===== src/rtl/wb_commit_stage.sv =====
// Write-back / commit stage: holds one issue group, retires it in order,
// resolves the oldest exception, and drives regfile, store-release and retire count.
module wb_commit_stage #(
   parameter int LANES   = 2,
   parameter int DATA_W  = 32,
   parameter int RADDR_W = 5,
   parameter int ECODE_W = 6,
   parameter int CNT_W   = 64
) (
   input  logic                       clk,
   input  logic                       rst,
   input  logic [LANES-1:0]           pre_valid_i,
   input  logic [LANES*DATA_W-1:0]    pre_pc_i,
   input  logic [LANES*DATA_W-1:0]    pre_wdata_i,
   input  logic [LANES-1:0]           pre_we_i,
   input  logic [LANES-1:0]           pre_store_i,
   input  logic [LANES-1:0]           pre_excp_i,
   input  logic [LANES*RADDR_W-1:0]   pre_waddr_i,
   input  logic [LANES*ECODE_W-1:0]   pre_ecode_i,
   input  logic                       next_allowin_i,
   output logic                       now_allowin_o,
   output logic [LANES-1:0]           rf_we_o,
   output logic [LANES*RADDR_W-1:0]   rf_waddr_o,
   output logic [LANES*DATA_W-1:0]    rf_wdata_o,
   output logic [LANES-1:0]           commit_valid_o,
   output logic [LANES*DATA_W-1:0]    commit_pc_o,
   output logic [LANES-1:0]           store_commit_o,
   output logic                       excep_flush_o,
   output logic [DATA_W-1:0]          excp_pc_o,
   output logic [ECODE_W-1:0]         excp_ecode_o,
   output logic [1:0]                 excp_lane_o,
   output logic [CNT_W-1:0]           retire_cnt_o
);

   logic [LANES-1:0]          vld_p0;
   logic [LANES-1:0]          we_p0;
   logic [LANES-1:0]          store_p0;
   logic [LANES-1:0]          excp_p0;
   logic [LANES*DATA_W-1:0]   pc_p0;
   logic [LANES*DATA_W-1:0]   wdata_p0;
   logic [LANES*RADDR_W-1:0]  waddr_p0;
   logic [LANES*ECODE_W-1:0]  ecode_p0;
   logic [CNT_W-1:0]          retire_cnt_q;

   logic commit;
   logic blocked;

   function automatic logic [CNT_W-1:0] popcount(input logic [LANES-1:0] v);
      logic [CNT_W-1:0] n;
      n = '0;
      for (int i = 0; i < LANES; i++) n = n + CNT_W'(v[i]);
      return n;
   endfunction

   // ---- stage 0: group register (flush kills the incoming group) ----
   always_ff @(posedge clk) begin
      if (rst)
         vld_p0 <= '0;
      else if (now_allowin_o)
         vld_p0 <= pre_valid_i & ~{LANES{excep_flush_o}};
   end

   always_ff @(posedge clk) begin
      if (now_allowin_o) begin
         we_p0    <= pre_we_i;
         store_p0 <= pre_store_i;
         excp_p0  <= pre_excp_i;
         pc_p0    <= pre_pc_i;
         wdata_p0 <= pre_wdata_i;
         waddr_p0 <= pre_waddr_i;
         ecode_p0 <= pre_ecode_i;
      end
   end

   // ---- commit: walk lanes oldest-first, stop after the first exception ----
   always_comb begin
      commit         = (|vld_p0) & next_allowin_i & ~rst;
      now_allowin_o  = rst | ~(|vld_p0) | next_allowin_i;
      blocked        = 1'b0;
      commit_valid_o = '0;
      commit_pc_o    = '0;
      rf_we_o        = '0;
      rf_waddr_o     = '0;
      rf_wdata_o     = '0;
      store_commit_o = '0;
      excep_flush_o  = 1'b0;
      excp_pc_o      = '0;
      excp_ecode_o   = '0;
      excp_lane_o    = '0;
      if (commit) begin
         for (int i = 0; i < LANES; i++) begin
            if (vld_p0[i] && !blocked) begin
               commit_valid_o[i]                 = 1'b1;
               commit_pc_o[i*DATA_W +: DATA_W]   = pc_p0[i*DATA_W +: DATA_W];
               if (excp_p0[i]) begin
                  blocked       = 1'b1;
                  excep_flush_o = 1'b1;
                  excp_pc_o     = pc_p0[i*DATA_W +: DATA_W];
                  excp_ecode_o  = ecode_p0[i*ECODE_W +: ECODE_W];
                  excp_lane_o   = 2'(i);
               end else begin
                  rf_we_o[i]        = we_p0[i];
                  store_commit_o[i] = store_p0[i];
                  if (we_p0[i]) begin
                     rf_waddr_o[i*RADDR_W +: RADDR_W] = waddr_p0[i*RADDR_W +: RADDR_W];
                     rf_wdata_o[i*DATA_W +: DATA_W]   = wdata_p0[i*DATA_W +: DATA_W];
                  end
               end
            end
         end
      end
   end

   // Counter wraps modulo 2^CNT_W by plain overflow.
   always_ff @(posedge clk) begin
      if (rst)
         retire_cnt_q <= '0;
      else
         retire_cnt_q <= retire_cnt_q + popcount(commit_valid_o);
   end

   assign retire_cnt_o = retire_cnt_q;

endmodule


===== config.mk =====
export PLATFORM = sky130hd
export DESIGN_NAME = wb_commit_stage
export DESIGN_NICKNAME = d
export VERILOG_FILES = /design/src/rtl/wb_commit_stage.sv
export SDC_FILE = /design/constraint.sdc
export NUM_CORES = 1
export LEC_CHECK = 0
export ABC_AREA = 0
export BUFFER_PORTS_ARGS = -buffer_cell sky130_fd_sc_hd__clkbuf_2
export CAP_MARGIN = 15
export CORE_AREA = 2 2 160 162
export DETAILED_ROUTE_END_ITERATION = 6
export DIE_AREA = 0 0 162 164
export PLACE_DENSITY = 0.71
export REMOVE_ABC_BUFFERS = 1
export SLEW_MARGIN = 10
export SYNTH_ARGS = -nofsm -noshare
export SYNTH_HDL_FRONTEND = slang
export SYNTH_SLANG_ARGS = --single-unit

===== constraint.sdc =====
create_clock -name clk -period 11.9 [get_ports clk]
set_input_delay 0.595 -clock clk [delete_from_list [all_inputs] [get_ports clk]]
set_output_delay 0.595 -clock clk [all_outputs]
set_load 0.005 [all_outputs]

# Yosys cells after proc, flatten, opt, wreduce, memory -nomap -nowiden
# Cells that the tools add are included.
# Widths: inputs -> output; s select.
[classes]
n_addsub = 2
n_mux = 49
bitwise = 8
n_reduce_logical = 3
[op_table]
columns = ["operator", "count"]
rows = [
  ["$mux 32", 13],
  ["$mux 64", 2],
  ["$add 64x2->64", 1],
  ["$mux 5", 6],
  ["$mux 6", 5],
  ["$mux 1", 19],
  ["$mux 10", 1],
  ["$mux 2", 3],
  ["$add 1x1->2", 1],
  ["$and 1x1->1", 2],
  ["$and 2x2->2", 1],
  ["$not 1->1", 2],
  ["$not 2->2", 1],
  ["$or 1x1->1", 2],
  ["$reduce_or 2->1", 1],
  ["$logic_and 1x1->1", 1],
  ["$logic_not 1->1", 1],
]
[word_totals]
regBits = 222
inputBits = 161
out_inout_bits = 250

# Depth between registers and ports, before layout
# Gate-level depths: netlist of run 1.
[depth]
word_depth = 10
ltp_mapped = 13
depth_no_buf = 9

# Least setup slack after synthesis of run 1
# OpenSTA, ideal clock, no wires.
[synth_timing]
kind = "register -> register"
startpoint = "register vld_p0[0]"
endpoint = "register ecode_p0[0] (enable)"
setup_time_ps = 897
arrival_time_ps = 11552
setup_slack_ps = -549
stages_incl_launch_ff = 3
n_path_buf = 1
period_less_slack_ps = 12449
path_cell_list = "dfxtp_1 clkbuf_1 o21ai_0"
[synth_via]
elab_chain_cells = 4
[synth_rtl]
columns = ["item", "line", "source"]
rows = [
  ["start: declaration", "35", "logic [LANES-1:0] vld_p0;"],
  ["start signal: assignment", "60", "vld_p0 <= pre_valid_i & ~{LANES{excep_flush_o}};"],
  ["$reduce_or 2->1", "78", "now_allowin_o = rst | ~(|vld_p0) | next_allowin_i;"],
  ["$not 1->1", "78", ""],
  ["$or 1x1->1 (2 in series)", "78", ""],
  ["named net now_allowin_o", "21", "output logic now_allowin_o,"],
  ["end signal: assignment", "71", "ecode_p0 <= pre_ecode_i;"],
  ["end: declaration", "42", "logic [LANES*ECODE_W-1:0] ecode_p0;"],
]
# The timed path passes the listed nets, and every way through them passes these cells.
# A chain may end at the register's enable or synchronous reset.

# Worst setup path after layout of run 1
[layout_timing]
startpoint = "input port rst"
endpoint = "output port now_allowin_o"
[layout_via]
elab_chain_cells = 2
[layout_rtl]
columns = ["item", "line", "source"]
rows = [
  ["start: declaration", "11", "input logic rst,"],
  ["$or 1x1->1 (2 in series)", "78", ""],
  ["end: declaration", "21", ""],
]
# No other way between the ends.

==> results of run 1 <==
where the power goes:
| part | total (uW) | switching, uW | internal [uW] |
|---|---|---|---|
| Sequential | 890 | 17.2 | 873 |
| Clock | 779 | 303 | 476 |
| Combinational | 74.7 | 40.4 | 34.3 |
| Total | 1740 | 360 | 1380 |
cells by family (layout without fill, tap and decap cells):
| family | after synthesis | in the layout | synth area share (%) |
|---|---|---|---|
| buffers and inverters | 48 | 471 | 2.00 |
| AND/OR/NAND/NOR | 345 | 345 | 22.3 |
| other | 1 | 2 | 0.0405 |
| XOR/XNOR | 33 | 33 | 3.12 |
| AO/OA/AOI/OAI | 99 | 99 | 7.30 |
| flip-flops | 222 | 222 | 64.9 |
| adder cells (fa/ha/maj) | 2 | 2 | 0.352 |
sequential cells by signal, indices dropped and copies added (netlist names):
register / cells
waddr_p0: 10
ecode_p0: 12
store_p0: 2
pc_p0: 64
vld_p0: 2
wdata_p0: 64
we_p0: 2
retire_cnt_o: 64
excp_p0: 2
worst max path at each step:
| stage | cells after the start | slack (ns) | startpoint | to |
|---|---|---|---|---|
| after floorplan | 1 | -0.67 | vld_p0[0] | ecode_p0[0] |
| after global placement | 7 | 8.23 | rst | now_allowin_o |
| after detailed placement | 9 | 8.17 | rst | retire_cnt_o[59] |
| after CTS | 7 | 8.22 | rst | now_allowin_o |
| after global routing | 7 | 8.03 | vld_p0[0] | rf_wdata_o[38] |
| final | 7 | 8.26 | rst | now_allowin_o |
area by class of cell:
class                           count  area share (%)
Sequential cell                   222            48.1
Multi-Input combinational cell    480            24.6
Timing Repair Buffer              419            17.0
Clock buffer                       33            5.58
Tap cell                          330            3.31
Clock inverter                     11            1.18
Inverter                            8           0.240
Antenna cell                        1          0.0200
cells in the mapped netlist (8+ instances only):
cell / instances
nand3_1: 23
or4_1: 11
nor2_1: 41
o31ai_1: 8
nor4_1: 8
clkbuf_1: 36
a21oi_1: 29
nand2_1: 26
inv_1: 8
xor2_1: 16
nand4_1: 30
edfxtp_1: 156
or3_1: 23
o21ai_0: 20
and2_1: 108
and3_1: 40
nor3_1: 10
xnor2_1: 17
dfxtp_1: 66
a22o_1: 38
critical path: cells and delay by family:
| kind | cells | cell delay [ns] |
|---|---|---|
| compound gates | 1 | 0.10 |
| buf+inv | 5 | 2.15 |
| simple gates | 1 | 0.16 |
metrics by stage:
stage | hold WS (ns) | cell area [um^2] | TNS (ns) | setup slack [ns]
after floorplan | 0.449 | 9100 | -105.74 | -0.668
after global placement | 0.474 | 11600 | 0 | 8.23
after detailed placement | 0.487 | 11600 | 0 | 8.17
after CTS | 0.216 | 12500 | 0 | 8.22
after global routing | 0.213 | 12500 | 0 | 8.03
final | 0.239 | 12500 | 0 | 8.26
routing by layer:
metal / vias to the layer above / share of wire [%] / GRT usage, %
li1: 3600 / - / -
met5: - / 0.22 / 0
met4: 10 / 2.1 / 5.75
met2: 331 / 48 / 33.3
met1: 3737 / 40 / 25.9
met3: 42 / 10 / 6.46
==> results.json, run 1 <==
{
  "core-area_um2": 24800,
  "die_h_um": 164,
  "insertion_delay_ns": 0.53,
  "synth_top_cell_area_share_pct": 50.6,
  "slew_headroom_pct": 32.6,
  "dpl.hpwl_um": 21300,
  "required_ns": 11.31,
  "layout_common_cells": "clkbuf_2 (409), edfxtp_1 (156), and2_1 (108)",
  "peakVddDrop_v": 0.0000972,
  "layout_min_cycle_time_ns": 3.64,
  "fillers": 2216,
  "route.detailed.drc": 0,
  "worst_hold_path_type": "in -> reg",
  "maxSlewViolCount": 0,
  "grt_pass1_wl_um": 41700,
  "max_cap_violations": 0,
  "setup_viol": 0,
  "clock-sinks": 222,
  "hold_buffers": 0,
  "dieArea_um2": 26600,
  "drtIter0Drc": 475,
  "powerDensity_nw_per_um2": 140,
  "synth_enable_flop_cells": 156,
  "io_buffers": 409,
  "cpPeakStageDelay_ns": 0.69,
  "end_kind": "primary output",
  "synth.area.top_cells": "edfxtp_1 (51%), dfxtp_1 (14%), and2_1 (7.3%)",
  "path_clk_slew_ns": 0.06,
  "wl_per_cell_um": 19.1,
  "grt_max_degree": 68,
  "grtUsageTotal_pct": 20.3,
  "worstPathMaxFanout": 67,
  "layout-drive-gt1-share_pct": 39.8,
  "rr_endpoint": "retire_cnt_o[59]",
  "cp_common_cell": "buf_4",
  "total_power_uw": 1740,
  "ant_nets": 0,
  "dr.pass1.iters": 5,
  "syn_area_um2": 9250,
  "synthFlopType": "edfxtp_1",
  "reg2reg_slack_ns": 8.42,
  "min_path_cells": 1,
  "seqCellArea_um2": 6010,
  "maxClockFrequency_mhz": 275,
  "fin_cells": 1504,
  "cts_tree": "built",
  "holdPathEnd": "wdata_p0[24]",
  "cts_root_buffer": "clkbuf_16",
  "cts_buffers": 24,
  "arrival_ns": 3.04,
  "tightest_slew_ns": 1.01,
  "yosysSeqAreaShare_pct": 64.9,
  "synth.distinct_cells": 39,
  "finalHoldViolCount": 0,
  "final_util_pct": 50.3,
  "post_cts_resized": 0,
  "layout_commonest_cell": "clkbuf_2",
  "clk_path_buf_depth": 3,
  "status": "finished clean",
  "final.setup_skew_ns": 0.0332,
  "cp-start-kind": "input port",
  "crit_chain": "clkbuf_2, buf_4, nor2_1, o21ai_4, buf_4, buf_4, clkbuf_2",
  "die_w_um": 162,
  "start_util_pct": 37.3,
  "crit_slowest_cell": "buf_4",
  "place.gp.congestion": 0.864,
  "via_count": 7720,
  "ys_seq_elements": 222,
  "synthCells": 750,
  "first_global_vias": 7064,
  "dp_cells": 1459,
  "r2r_cells": 9,
  "crit_type": "in -> out",
  "antenna_found_initial": 6,
  "ys_async_sr_fraction_pct": 0,
  "synth_area_per_cell_um2": 12.3,
  "io_pins": 411,
  "synthToLayoutAreaGrowth_pct": 35.0,
  "post_cts_buffers": 0,
  "multiInputGateArea_um2": 3070,
  "overflow": 0,
  "routed_wl_um": 28700,
  "final_net_count": 1318,
  "rows": 58,
  "avgViaCountPerCell": 5.13,
  "p_leak_uw": 0.00551,
  "reg2reg_from": "vld_p0[0]",
  "min-delay-start": "pre_wdata_i[24]",
  "yosys_warnings": 0,
  "htreeDepth": 1,
  "finalCritPeriodShare_pct": 30.6,
  "rsz0062_at_grt": "no",
  "yosysTopAreaCell": "edfxtp_1"
}
Power figures use the tool's default switching activity.
==> run 2: changes to the inputs <==
Settings changed: ABC_AREA 0 to 1, CORE_AREA 2 2 160 162 to unset, CORE_ASPECT_RATIO set to 1.75, CORE_MARGIN set to 2, CORE_UTILIZATION set to 40, DIE_AREA 0 0 162 164 to unset.
Clock period 11.9 ns to 3.45 ns, I/O delays scaled along.
==> run 2 against run 1 <==
Critical path depth is 2 higher; wire length is 35% higher; worst setup slack worse by 7.8 ns; cell area is 19% higher; cell count is 40% higher; synthesized cell count is 59% higher; critical endpoint is now rf_wdata_o[2]; via count is 32% higher; highest routed layer is now met4; count of clock-buffer cells in the layout is 9 lower.
==> results.json, run 2 <==
{
  "start_util_pct": 40.5,
  "switching_share_pct": 22.7,
  "synth.distinct_cells": 35,
  "layout-drive-gt1-share_pct": 28.0,
  "finalCritPeriodShare_pct": 86.6,
  "synthFlopType": "edfxtp_1",
  "synthMuxAreaShare_pct": 0,
  "dr.pass1.iters": 5,
  "final_net_count": 1930,
  "die_h_um": 215,
  "peakVddDrop_v": 0.000329,
  "synthCells": 1193,
  "avgViaCountPerCell": 4.87,
  "total_power_uw": 5970,
  "crit_buf_inv": 3,
  "cts_root_buffer": "clkbuf_16",
  "clock-sinks": 222,
  "cp-start-kind": "register",
  "grt_pass1_wl_um": 57600,
  "post_cts_buffers": 0,
  "layout_min_cycle_time_ns": 2.99,
  "route.detailed.drc": 0,
  "layout_commonest_cell": "clkbuf_2",
  "dpl.hpwl_um": 28100,
  "io_pins": 411,
  "crit_slowest_cell": "dfxtp_1",
  "setup_viol": 0,
  "antenna_found_initial": 1,
  "routed_wl_um": 38700,
  "io_buffers": 409,
  "crit_chain": "nor2_2, nor3_4, nand2_4, buf_4, nor2_2, nand2_2, buf_4, nor2_1, clkbuf_2",
  "synth.area.top_cells": "edfxtp_1 (46%), dfxtp_1 (13%), nor2_1 (11%)",
  "drtIter0Drc": 752,
  "yosysTopAreaCell": "edfxtp_1",
  "net-switching-power_uw": 1350,
  "status": "finished clean",
  "cpPeakStageDelay_ns": 0.45,
  "synth-xor-area-share_pct": 0.687,
  "synth_enable_flop_cells": 156,
  "synth_area_per_cell_um2": 8.54,
  "first_global_vias": 10200,
  "synthAdderAreaFrac_pct": 0.319,
  "core-area_um2": 25100,
  "cts_tree": "built",
  "maxSlewViolCount": 0,
  "yosysSeqAreaShare_pct": 58.9,
  "worst_hold_path_type": "in -> reg",
  "ys_seq_elements": 222,
  "synth_top_family_by_area": "simple AND/OR/NAND/NOR gates",
  "powerDensity_nw_per_um2": 401,
  "maxClockFrequency_mhz": 335,
  "synthToLayoutAreaGrowth_pct": 46.2,
  "insertion_delay_ns": 0.52,
  "tightest_slew_ns": 0.861,
  "htreeDepth": 1,
  "layout_common_cells": "clkbuf_2 (409), nor2_1 (288), nand2_1 (236)",
  "rsz0062_at_grt": "no",
  "ys_async_sr_fraction_pct": 0,
  "required_ns": 3.28,
  "finalHoldViolCount": 0,
  "synth_top_cell_area_share_pct": 46.0,
  "via_count": 10200,
  "grt_max_degree": 57,
  "crit_family": "simple AND/OR/NAND/NOR gates",
  "end_kind": "primary output",
  "yosysMostFrequentCell": "nor2_1",
  "path_clk_slew_ns": 0.07,
  "fillers": 2114,
  "wl_per_cell_um": 18.4,
  "ant_nets": 0,
  "comb_power_share_pct": 7.8,
  "synth_compound_area_share_pct": 4.48,
  "cts_buffers": 23,
  "p_leak_uw": 0.00726,
  "clk_path_buf_depth": 3,
  "overflow": 0,
  "arrival_ns": 2.81,
  "synth-simple-area-share_pct": 25.3,
  "grtUsageTotal_pct": 27.8,
  "synth_common_cells": "nor2_1 (288), nand2_1 (238), inv_1 (232)",
  "slew_headroom_pct": 42.5,
  "max_cap_violations": 0,
  "worstPathMaxFanout": 33,
  "dieArea_um2": 26800,
  "p_seq_share_pct": 51.1,
  "crit_type": "reg -> out",
  "syn_area_um2": 10200,
  "finalHoldWorstSlack_ns": 0.0551,
  "place.gp.congestion": 1.02,
  "final.setup_skew_ns": 0.0129,
  "clockPowerShare_pct": 41.1,
  "setup_tns_ns": 0,
  "die_w_um": 125,
  "rows": 77,
  "p_int_uw": 4620,
  "yosys_warnings": 0
}
[run 2: cell count changes after synthesis, sizes merged, moves of 12 or more]
cell,delta
and2,-107
nor2,+282
nand4,-20
nand2,+214
nand3,+12
clkbuf,-20
or4,-13
o22ai,+32
inv,+226
a22o,-38
and3,-40
xnor2,-16
or3,-23
[run 2: final cells by class]
class,instances,area (um^2),area share [%]
diodes,1,2.50,0.0168
clock buffers,24,579,3.89
clock inverters,17,146,0.983
inverters,234,878,5.90
multi-input cells,708,3150,21.2
flip-flops and latches,222,6010,40.3
well taps,316,395,2.65
repair buffers,578,3740,25.1
[run 2: per-layer routing]
| metal | GRT usage (%) | share of wire, % | vias up |
|---|---|---|---|
| li1 | - | - | 4853 |
| met1 | 27.8 | 33 | 4699 |
| met2 | 49.3 | 50 | 535 |
| met3 | 7.64 | 8.8 | 138 |
| met4 | 19.5 | 7.7 | 0 |
| met5 | 0 | 0 | - |
[run 2: cell families after synthesis]
group | Yosys count
xor+xnor | 8
flops | 222
fa+ha+maj | 2
compound gates | 81
simple gates | 616
buf+inv | 263
other cells | 1
[run 2: through the flow]
stage | setup WS (ns) | utilization (%) | cells | instance area, um^2
2_1_floorplan | -1.02 | - | 1164 | 10000
3_3_place_gp | 0.933 | 50.1 | 1900 | 12600
3_5_place_dp | 0.763 | 50.1 | 1900 | 12600
4_1_cts | 0.505 | 59.2 | 2099 | 14900
5_1_grt | 0.316 | 59.2 | 2100 | 14900
6_report | 0.463 | 59.2 | 2100 | 14900
[run 2: final timing paths]
kind,startpoint,endpoint,slack (ns),cells past startpoint
min reg2reg,retire_cnt_o[18],retire_cnt_o[18],0.50,1
max reg2reg,vld_p0[0],retire_cnt_o[60],0.79,15
min,next_allowin_i,vld_p0[0],0.06,4
max,vld_p0[0],rf_wdata_o[2],0.46,9
[run 2: what timing repair did]
item | CTS | global route
hold buffers | 158 | 0
gates resized for setup | 0 | 0
hold endpoints to repair | 158 | 0
[run 2: power by group through the flow]
| stage | Combinational [uW] | Sequential [uW] | Clock (uW) |
|---|---|---|---|
| finish | 468 | 3050 | 2450 |
| global route | 505 | 3060 | 2600 |
| CTS | 459 | 3040 | 2510 |
| detailed placement | 302 | 3100 | 0 |
| global placement | 292 | 3100 | 0 |
| floorplan | 132 | 3100 | 0 |
[run 2: worst register-to-register path: cells and delay by family (launching register included)]
kind,cells,cell delay [ns]
adders and majority gates,2,0.45
DFF,1,0.45
and+or+nand+nor,11,1.47
buffers and inverters,2,0.19
==> run 3: changes to the inputs <==
Settings changed: ABC_AREA 1 to unset, CORE_AREA set to 2 2 160 162, CORE_ASPECT_RATIO 1.75 to unset, CORE_MARGIN 2 to unset, CORE_UTILIZATION 40 to unset, DIE_AREA set to 0 0 162 164, PLACE_DENSITY 0.71 to 0.69.
==> run 3 against run 2 <==
Combinational power fell by 7.9%; cell area down 5.2%; clock skew rose by 0.0034 ns; first-iteration DRC count down 8.6%; wire length fell by 17%; cell count decreased by 20%; sequential power hardly changed; register-to-register slack got worse by 0.55 ns; via count shrank 17%; count of clock-buffer cells in the layout rose by 8; global-route usage down 4.9 points; die area is 0.97% lower.
==> results.json, run 3 (synthesis results as in run 1) <==
{
  "routed_wl_um": 32100,
  "min_path_cells": 3,
  "dr.pass1.iters": 5,
  "drtIter0Drc": 687,
  "cts_buffers": 25,
  "wl_per_cell_um": 19.2,
  "fin_cells": 1677,
  "fin_area_um2": 14100,
  "max_cap_violations": 0,
  "cp_common_cell": "or4_1",
  "tightest_slew_ns": 0.671,
  "clock-sinks": 222,
  "post_cts_buffers": 0,
  "slew_headroom_pct": 55.3,
  "clk_path_buf_depth": 3,
  "placed_area_um2": 11700,
  "antenna_found_initial": 3,
  "multiInputGateArea_um2": 3070,
  "powerDensity_nw_per_um2": 426,
  "rsz0062_at_grt": "no",
  "avgViaCountPerCell": 5.05,
  "finalHoldViolCount": 0,
  "insertion_delay_ns": 0.54,
  "dpl.hpwl_um": 21600,
  "fillers": 2071,
  "path_clk_slew_ns": 0.06,
  "io_buffers": 409,
  "layout-drive-gt1-share_pct": 35.3,
  "layout_min_cycle_time_ns": 3.21,
  "ant_nets": 0,
  "layout_commonest_cell": "clkbuf_2",
  "grt_max_degree": 74,
  "die_w_um": 162,
  "crit_slowest_cell": "or4_1",
  "core-area_um2": 24800,
  "crit_type": "reg -> reg",
  "post_cts_resized": 0,
  "worstPathMaxFanout": 12,
  "first_global_vias": 8047,
  "status": "finished clean",
  "maxSlewViolCount": 0,
  "p_leak_uw": 0.00622,
  "setup_viol": 0,
  "cpPeakStageDelay_ns": 0.57,
  "crit_chain": "nand2_1, and3_1, fa_1, ha_1, nand4_4, or4_1, or3_1, or4_1, a21oi_1",
  "maxClockFrequency_mhz": 311,
  "dp_cells": 1468,
  "worst_hold_path_type": "in -> reg",
  "seqCellArea_um2": 6010,
  "htreeDepth": 1,
  "layout_common_cells": "clkbuf_2 (409), dlygate4sd3_1 (160), edfxtp_1 (156)",
  "place.gp.congestion": 0.855,
  "cts_tree": "built",
  "grtUsageTotal_pct": 22.9,
  "finalCritPeriodShare_pct": 93.1,
  "final.setup_skew_ns": 0.0163,
  "start_util_pct": 37.3,
  "cp-start-kind": "register",
  "end_kind": "register",
  "cts_root_buffer": "clkbuf_16",
  "peakVddDrop_v": 0.000328,
  "arrival_ns": 3.67,
  "final_net_count": 1488,
  "overflow": 0,
  "io_pins": 411,
  "synthToLayoutAreaGrowth_pct": 52.6,
  "route.detailed.drc": 0,
  "required_ns": 3.90,
  "dieArea_um2": 26600,
  "r2r_cells": 9,
  "rows": 58,
  "hold_buffers": 160,
  "die_h_um": 164,
  "setup_tns_ns": 0,
  "via_count": 8464,
  "grt_pass1_wl_um": 46900
}
run 3: stage by stage:
step / total power [uW] / utilization, % / setup WS [ns] / hold slack [ns]
6_report: 6010 / 56.9 / 0.237 / 0.221
5_1_grt: 6210 / 56.9 / 0.0242 / 0.219
4_1_cts: 6050 / 56.8 / 0.260 / 0.204
3_5_place_dp: 3390 / 47.3 / 0.237 / 0.351
3_3_place_gp: 3380 / 47.3 / 0.283 / 0.350
2_1_floorplan: 3210 / - / -9.12 / 0.242
run 3: final timing paths:
kind / start / endpoint / slack, ns
min reg2reg: retire_cnt_o[63] / retire_cnt_o[63] / 0.49
max reg2reg: excp_p0[0] / retire_cnt_o[40] / 0.24
max: excp_p0[0] / retire_cnt_o[40] / 0.24
min: rst / retire_cnt_o[38] / 0.22
run 3: area by class of cell:
cell class              count  area share, %
well taps                 330           2.93
diodes                      3         0.0532
repair buffers            588           27.0
clock buffers              32           4.69
inverters                   8          0.213
flip-flops and latches    222           42.5
multi-input cells         480           21.8
clock inverters            14          0.762
run 3: metal layers:
| metal | part of all wire [%] | vias to the layer above | GRT usage, % |
|---|---|---|---|
| li1 | - | 3924 | - |
| met1 | 40 | 4095 | 28.7 |
| met2 | 49 | 378 | 38.7 |
| met3 | 7.8 | 65 | 5.76 |
| met4 | 3.0 | 2 | 7.72 |
| met5 | 0.047 | - | 0 |
run 3: power by group:
group / internal, uW / leakage (uW) / switching, uW
sequential: 3010 / 0.00216 / 65.2
clock: 1440 / 0.000382 / 1070
combinational: 242 / 0.00368 / 188
total: 4690 / 0.00622 / 1320
run 3: critical path, delay by kind of cell (launching register included):
kind	cells	cell delay [ns]
AO/OA/AOI/OAI	1	0.14
adder cells (fa/ha/maj)	2	0.55
flip-flops	1	0.38
AND/OR/NAND/NOR	6	2.06
